**config.mk**
```make
export PLATFORM = sky130hd
export DESIGN_NAME = linebuf_sched_flat
export DESIGN_NICKNAME = d
export VERILOG_FILES = /design/src/rtl/linebuf_sched_pkg.sv /design/src/rtl/linebuf_sched_if.sv /design/src/rtl/linebuf_sched_wrarb.sv /design/src/rtl/linebuf_sched.sv /design/src/flat_wrapper.sv
export SDC_FILE = /design/constraint.sdc
export NUM_CORES = 1
export LEC_CHECK = 0
export ABC_AREA = 1
export BUFFER_PORTS_ARGS = -buffer_cell sky130_fd_sc_hd__buf_2
export CORE_MARGIN = 2
export CORE_UTILIZATION = 40
export DETAILED_ROUTE_END_ITERATION = 8
export PLACE_DENSITY_LB_ADDON = 0.1
export RECOVER_POWER = 50
export SLEW_MARGIN = 20
export SYNTH_ARGS = -nofsm -noshare
export SYNTH_HDL_FRONTEND = slang
export SYNTH_SLANG_ARGS = --single-unit
```
**constraint.sdc**
```tcl
create_clock -name CL -period 2.1 [get_ports CL]
set_clock_uncertainty 0.2 [all_clocks]
set_input_delay 0.42 -clock CL [delete_from_list [all_inputs] [get_ports CL]]
set_output_delay 0.42 -clock CL [all_outputs]
set_load 0.01 [all_outputs]
```
**src/rtl/linebuf_sched_pkg.sv**
```systemverilog
// Shared definitions for the sprite line double buffer: default geometry,
// the transparent/erase code, write-port source encoding and the helper that
// forms a RAM address from a bank select and an x position.
package linebuf_sched_pkg;

  localparam int         XW_DEF     = 9;
  localparam int         DW_DEF     = 7;
  localparam logic [6:0] TRANSP_DEF = 7'd0;

  // Owner of the single RAM write port in a given cycle.
  typedef enum logic [1:0] {
    WR_NONE   = 2'd0,
    WR_ERASE  = 2'd1,
    WR_SPRITE = 2'd2
  } wr_src_t;

  // Bank select is the RAM address MSB; renderer and mixer both use this.
  function automatic logic [XW_DEF:0] bank_addr(input logic sel, input logic [XW_DEF-1:0] x);
    return {sel, x};
  endfunction

endpackage

```
**src/rtl/linebuf_sched_if.sv**
```systemverilog
// Bundle of the video-timing, renderer, mixer and line-buffer RAM signals
// around the scheduler. The scheduler takes the slave view.
interface linebuf_sched_if
  import linebuf_sched_pkg::*;
#(
  parameter int XW = XW_DEF,
  parameter int DW = DW_DEF
);
  // Video timing and mixer side
  logic          PCE;
  logic          HBLK;
  logic [XW-1:0] HPOS;
  logic [DW-1:0] DOUT;
  // Sprite renderer side
  logic          SREQ;
  logic [XW-1:0] SX;
  logic [DW-1:0] SD;
  logic          SRDY;
  logic          SDONE;
  logic          SSTART;
  logic          LATE;
  // Line buffer RAM side
  logic [XW:0]   BRA;
  logic          BRE;
  logic [DW-1:0] BRD;
  logic [XW:0]   BWA;
  logic [DW-1:0] BWD;
  logic          BWE;

  modport slave (
    input  PCE, HBLK, HPOS, SREQ, SX, SD, SDONE, BRD,
    output DOUT, SRDY, SSTART, LATE, BRA, BRE, BWA, BWD, BWE
  );

  modport master (
    output PCE, HBLK, HPOS, SREQ, SX, SD, SDONE, BRD,
    input  DOUT, SRDY, SSTART, LATE, BRA, BRE, BWA, BWD, BWE
  );

endinterface

```
**src/rtl/linebuf_sched_wrarb.sv**
```systemverilog
// Write-port arbiter: a pending erase-after-read always owns the port; the
// sprite renderer is only acknowledged when the port is free and the banks
// are not swapping this cycle. Transparent sprite pixels are acknowledged but
// never reach the RAM, so back-to-front ordering with "last write wins" holds.
module linebuf_sched_wrarb
  import linebuf_sched_pkg::*;
#(
  parameter int            XW     = XW_DEF,
  parameter int            DW     = DW_DEF,
  parameter logic [DW-1:0] TRANSP = TRANSP_DEF
) (
  input  logic          run,
  input  logic          clr_pend,
  input  logic [XW:0]   clr_addr,
  input  logic          swap,
  input  logic          bsel,
  input  logic          sreq,
  input  logic [XW-1:0] sx,
  input  logic [DW-1:0] sd,
  output logic          srdy,
  output logic [XW:0]   bwa,
  output logic [DW-1:0] bwd,
  output logic          bwe
);

  logic    srdy_s;
  wr_src_t wr_src_s;

  assign srdy_s = run & ~clr_pend & ~swap;
  assign srdy   = srdy_s;

  // Choose the write-port owner: erase first, then a non-transparent sprite pixel.
  always_comb begin
    wr_src_s = WR_NONE;
    if (clr_pend) begin
      wr_src_s = WR_ERASE;
    end else if (sreq && srdy_s && (sd != TRANSP)) begin
      wr_src_s = WR_SPRITE;
    end else begin
      wr_src_s = WR_NONE;
    end
  end

  // Steer address/data/enable from the selected owner; sprites target the back bank.
  always_comb begin
    bwa = {(XW+1){1'b0}};
    bwd = TRANSP;
    bwe = 1'b0;
    case (wr_src_s)
      WR_ERASE: begin
        bwa = clr_addr;
        bwd = TRANSP;
        bwe = 1'b1;
      end
      WR_SPRITE: begin
        bwa = bank_addr(~bsel, sx);
        bwd = sd;
        bwe = 1'b1;
      end
      default: begin
        bwa = {(XW+1){1'b0}};
        bwd = TRANSP;
        bwe = 1'b0;
      end
    endcase
  end

endmodule

```
**src/rtl/linebuf_sched.sv**
```systemverilog
// Sprite line double-buffer scheduler. The front bank (bsel) is read out to
// the mixer one pixel per PCE and erased right behind the read; the back bank
// receives sprite pixels. Banks swap on each rising edge of HBLK, at which
// point the renderer is told to start the next line and, if it never reported
// finishing the previous one, LATE is flagged.
module linebuf_sched
  import linebuf_sched_pkg::*;
#(
  parameter int            XW     = XW_DEF,
  parameter int            DW     = DW_DEF,
  parameter logic [DW-1:0] TRANSP = TRANSP_DEF
) (
  input  logic           CL,
  input  logic           RST_N,
  linebuf_sched_if.slave bus
);

  logic          bsel_r;
  logic          hblk_d_r;
  logic          clr_pend_r;
  logic [XW:0]   clr_addr_r;
  logic          rd_pend_r;
  logic          done_seen_r;
  logic          run_r;
  logic          sstart_r;
  logic          late_r;
  logic [DW-1:0] dout_r;

  logic          swap_s;
  logic          bre_s;
  logic [XW:0]   bra_s;

  // First blank cycle of a line; hblk_d resets high so a blank in progress
  // at reset release does not count as a new edge.
  assign swap_s = bus.HBLK & ~hblk_d_r;
  assign bre_s  = bus.PCE & ~bus.HBLK;
  assign bra_s  = bank_addr(bsel_r, bus.HPOS);

  assign bus.BRE    = bre_s;
  assign bus.BRA    = bra_s;
  assign bus.DOUT   = dout_r;
  assign bus.SSTART = sstart_r;
  assign bus.LATE   = late_r;

  linebuf_sched_wrarb #(
    .XW     (XW),
    .DW     (DW),
    .TRANSP (TRANSP)
  ) u_wrarb (
    .run      (run_r),
    .clr_pend (clr_pend_r),
    .clr_addr (clr_addr_r),
    .swap     (swap_s),
    .bsel     (bsel_r),
    .sreq     (bus.SREQ),
    .sx       (bus.SX),
    .sd       (bus.SD),
    .srdy     (bus.SRDY),
    .bwa      (bus.BWA),
    .bwd      (bus.BWD),
    .bwe      (bus.BWE)
  );

  // Bank ping-pong, blank edge tracking and renderer start/late pulses.
  // An SDONE arriving on the swap cycle still belongs to the finishing line.
  always_ff @(posedge CL or negedge RST_N) begin
    if (!RST_N) begin
      bsel_r      <= 1'b0;
      hblk_d_r    <= 1'b1;
      done_seen_r <= 1'b1;
      run_r       <= 1'b0;
      sstart_r    <= 1'b0;
      late_r      <= 1'b0;
    end else begin
      run_r    <= 1'b1;
      hblk_d_r <= bus.HBLK;
      sstart_r <= swap_s;
      if (swap_s) begin
        bsel_r      <= ~bsel_r;
        late_r      <= ~(done_seen_r | bus.SDONE);
        done_seen_r <= 1'b0;
      end else begin
        late_r <= 1'b0;
        if (bus.SDONE) begin
          done_seen_r <= 1'b1;
        end
      end
    end
  end

  // Remember each display read so its data can be captured and its location erased next cycle.
  always_ff @(posedge CL or negedge RST_N) begin
    if (!RST_N) begin
      clr_pend_r <= 1'b0;
      clr_addr_r <= {(XW+1){1'b0}};
      rd_pend_r  <= 1'b0;
    end else begin
      clr_pend_r <= bre_s;
      clr_addr_r <= bra_s;
      rd_pend_r  <= bre_s;
    end
  end

  // Displayed pixel: blanked on the first HBLK cycle, otherwise loads returning read data.
  always_ff @(posedge CL or negedge RST_N) begin
    if (!RST_N) begin
      dout_r <= TRANSP;
    end else if (swap_s) begin
      dout_r <= TRANSP;
    end else if (rd_pend_r) begin
      dout_r <= bus.BRD;
    end
  end

endmodule

```
**src/flat_wrapper.sv**
```systemverilog
// flat-port wrapper written by rule: the top's interface ports become plain ports
module linebuf_sched_flat import linebuf_sched_pkg::*;
#(
  parameter int            XW     = XW_DEF,
  parameter int            DW     = DW_DEF,
  parameter logic [DW-1:0] TRANSP = TRANSP_DEF
)
  (CL, RST_N, bus_PCE, bus_HBLK, bus_HPOS, bus_SREQ, bus_SX, bus_SD, bus_SDONE, bus_BRD, bus_DOUT, bus_SRDY, bus_SSTART, bus_LATE, bus_BRA, bus_BRE, bus_BWA, bus_BWD, bus_BWE);
  linebuf_sched_if #(.XW(XW), .DW(DW)) bus_i ();
  input  logic CL;
  input  logic RST_N;
  input wire logic [$bits(bus_i.PCE)-1:0] bus_PCE;
  input wire logic [$bits(bus_i.HBLK)-1:0] bus_HBLK;
  input wire logic [$bits(bus_i.HPOS)-1:0] bus_HPOS;
  input wire logic [$bits(bus_i.SREQ)-1:0] bus_SREQ;
  input wire logic [$bits(bus_i.SX)-1:0] bus_SX;
  input wire logic [$bits(bus_i.SD)-1:0] bus_SD;
  input wire logic [$bits(bus_i.SDONE)-1:0] bus_SDONE;
  input wire logic [$bits(bus_i.BRD)-1:0] bus_BRD;
  output wire logic [$bits(bus_i.DOUT)-1:0] bus_DOUT;
  output wire logic [$bits(bus_i.SRDY)-1:0] bus_SRDY;
  output wire logic [$bits(bus_i.SSTART)-1:0] bus_SSTART;
  output wire logic [$bits(bus_i.LATE)-1:0] bus_LATE;
  output wire logic [$bits(bus_i.BRA)-1:0] bus_BRA;
  output wire logic [$bits(bus_i.BRE)-1:0] bus_BRE;
  output wire logic [$bits(bus_i.BWA)-1:0] bus_BWA;
  output wire logic [$bits(bus_i.BWD)-1:0] bus_BWD;
  output wire logic [$bits(bus_i.BWE)-1:0] bus_BWE;
  assign bus_i.PCE = bus_PCE;
  assign bus_i.HBLK = bus_HBLK;
  assign bus_i.HPOS = bus_HPOS;
  assign bus_i.SREQ = bus_SREQ;
  assign bus_i.SX = bus_SX;
  assign bus_i.SD = bus_SD;
  assign bus_i.SDONE = bus_SDONE;
  assign bus_i.BRD = bus_BRD;
  assign bus_DOUT = bus_i.DOUT;
  assign bus_SRDY = bus_i.SRDY;
  assign bus_SSTART = bus_i.SSTART;
  assign bus_LATE = bus_i.LATE;
  assign bus_BRA = bus_i.BRA;
  assign bus_BRE = bus_i.BRE;
  assign bus_BWA = bus_i.BWA;
  assign bus_BWD = bus_i.BWD;
  assign bus_BWE = bus_i.BWE;
  linebuf_sched #(.XW(XW), .DW(DW), .TRANSP(TRANSP)) u_core (.CL(CL), .RST_N(RST_N), .bus(bus_i));
endmodule
```
==> qor.csv <==
metric,value,unit
yosysUniqueCellTypes,17,
ir_drop,0.709,mV
critPathMaxFanout,5,
combPwrFrac,22.0,%
max_freq,462,MHz
initial_core_util,41.6,%
dp_slack,175,ps
grt.total_usage,15.0,%
grt_pass1_vias,961,
outcome,"complete, but fails checks",
drive_above_1_share,48.1,%
antennaDiodeCount,0,
cellPowerDensity,654,nW/um^2
cp-end-kind,output port,
drtIter0Drc,31,
post-route-period-util,103,%
synthMostInstantiatedCell,nand2_1,
post-route-util,61.6,%
synth-warning-count,0,
async_reset_ff_share,100,%
numCtsBuffers,3,
synth.area.top_cells,"dfrtp_1 (49%), nand2_1 (13%), buf_4 (6.7%), dfstp_2 (4.7%), inv_1 (4.7%)",
internal-power,0.814,mW
worstSetupStartpointType,register,
stdcell_area,1670,um^2
placed_area,1460,um^2
multiInputGateArea,368,um^2
syn-cell-area,1130,um^2
wire_per_inst,10.6,um
period_minus_slack,2160,ps
syn_nets,166,
yosys_register_bits,24,
antenna_found_initial,0,
arrival,1540,ps
clk_pin_slew_worst_paths,130,ps
power_switching,0.277,mW
hold_path_class,in2reg,
crit_required,1480,ps
grt_overflow,0,
finalSetupViolations,17,
routed_wl,2.58,mm
synthFlopType,dfrtp_1,
vias,1048,
row_count,19,
syn_avg_cell_area,8.81,um^2
ios,77,
max_cap_viol_count,0,
cts_buffer_depth,2,
fin_nets,251,
grt_max_degree,25,
synth_cells,128,
ys_seq_area_share,53.5,%
clockPowerShare,29.5,%
clk_latency,300,ps
violations,negative setup slack,
hold_viol_final,0,
gp_congestion,0.700,
synth_edf_count,0,
core,2710,um^2
area_growth,48.1,%
power.total,1.09,mW
slew_headroom,65.9,%
chipWidth,57.1,um
cts.sinks,24,
critical_path_class,reg2out,
root_buffer,clkbuf_4,
tritoncts,built,
htreeDepth,1,
yosysTopAreaCellShare,48.8,%
vias_per_cell,4.31,
seq_power_share,48.5,%
swShare,25.4,%
yosysTopAreaCell,dfrtp_1,
power.leakage,0.979,nW
worst_pin_slew,511,ps
rrSetupSlack,550,ps
io_buffer_count,76,
dieArea,3260,um^2
maxSlewViolCount,0,
synth_common_cells,"nand2_1 (39), dfrtp_1 (22), inv_1 (14)",
drc,0,
grt_pass1_wl,3.81,mm
dieHeight,57.1,um
fillCellCount,256,
fin_ws,-62.3,ps
regArea,603,um^2
first_pass_iters,4,
antenna_left,0,
dp_hpwl,1.86,mm
rsz0062_at_grt,true,
-- flip-flops by register name, summed over array words and instances (netlist names) --
signal / flops
u_core.clr_addr_r: 10
u_core.bus.DOUT: 7
u_core.bsel_r: 1
u_core.bus.LATE: 1
u_core.bus.SSTART: 1
u_core.clr_pend_r: 1
u_core.done_seen_r: 1
u_core.hblk_d_r: 1
u_core.run_r: 1
-- logic make-up (layout without fill, tap and decap cells) --
group	Yosys count	in the layout	share of synthesized area, %
and+or+nand+nor	66	66	27.3
DFF	24	24	53.5
buffers and inverters	29	113	15.0
other	1	1	0.333
xor gates and xnor gates	1	1	0.777
AOI/OAI and AO/OA	7	7	3.11
-- repair_timing --
item                                    4_1_cts  5_1_grt
resized for setup                             6        1
pin swaps                                     3        2
endpoints found under the setup margin       17       18
cloned                                        1        0
buffers inserted                              2        0
hold buffers                                  1       10
endpoints found under the hold margin        22       10
-- final cells by class --
class | count | share of cell area [%]
Multi-Input combinational cell | 75 | 22.0
Inverter | 15 | 3.37
Sequential cell | 24 | 36.1
Tap cell | 31 | 2.32
Timing Repair Buffer | 94 | 33.0
Clock inverter | 1 | 1.80
Clock buffer | 3 | 1.35
-- placed cells by master (no fill, tap or decap) --
cell type / netlist / layout
bufinv_16: 0 / 1
dlygate4sd3_1: 0 / 11
dfrtp_1: 22 / 22
nand3_1: 5 / 3
inv_2: 0 / 1
buf_6: 3 / 2
dfstp_2: 2 / 2
inv_1: 14 / 13
conb_1: 1 / 1
nor2_1: 11 / 11
xor2_1: 1 / 1
buf_4: 10 / 5
buf_2: 0 / 76
nor3_1: 2 / 2
clkinv_1: 1 / 1
nand3_2: 5 / 7
clkbuf_4: 0 / 3
nand2_1: 39 / 38
a21oi_1: 7 / 7
nand2_2: 2 / 3
nor2_4: 2 / 2
-- path summary, 6_finish.rpt --
check	start	endpoint	depth (start not counted)
max	u_core.hblk_d_r	bus_BWA[7]	8
min	bus_SDONE	u_core.bus.LATE	2
max reg2reg	u_core.hblk_d_r	u_core.bus.DOUT[0]	6
min reg2reg	u_core.bsel_r	u_core.clr_addr_r[9]	0
max in group asynchronous	RST_N	u_core.done_seen_r	2
min in group asynchronous	RST_N	u_core.bus.DOUT[4]	2
-- metal layers --
metal / vias up / routed length [um] / GRT usage (%)
li1: 543 / - / -
met1: 457 / 998 / 18.8
met2: 46 / 1340 / 25.8
met3: 2 / 220 / 3.40
met4: 0 / 16 / 4.98
met5: - / 0 / 0
-- power by group through the flow --
stage               Sequential [mW]  Clock (mW)  Combinational, mW
finish                        0.530       0.322              0.240
global route                  0.538       0.353              0.266
CTS                           0.530       0.339              0.229
detailed placement            0.538           0              0.219
global placement              0.537           0              0.216
floorplan                     0.542           0              0.126
-- per-stage QoR --
stage | hold WS, ps | setup TNS, ps | std cells
6_report | 69.5 | -644 | 243
5_1_grt | 68.0 | -2840 | 243
4_1_cts | 1.53 | -1570 | 233
3_5_place_dp | 190 | 0 | 225
3_3_place_gp | 179 | 0 | 225
2_1_floorplan | -75.6 | 0 | 128
-- critical path: stages, from the launching register on --
cell and delay (ps):
dfstp_2 550, inv_2 30, nand2_2 60, nand2_2 70, nor2_4 130, buf_6 150, nand3_2 70, nand2_1 70
buf_2 120
No activity file was read; power rests on OpenSTA's default activity.
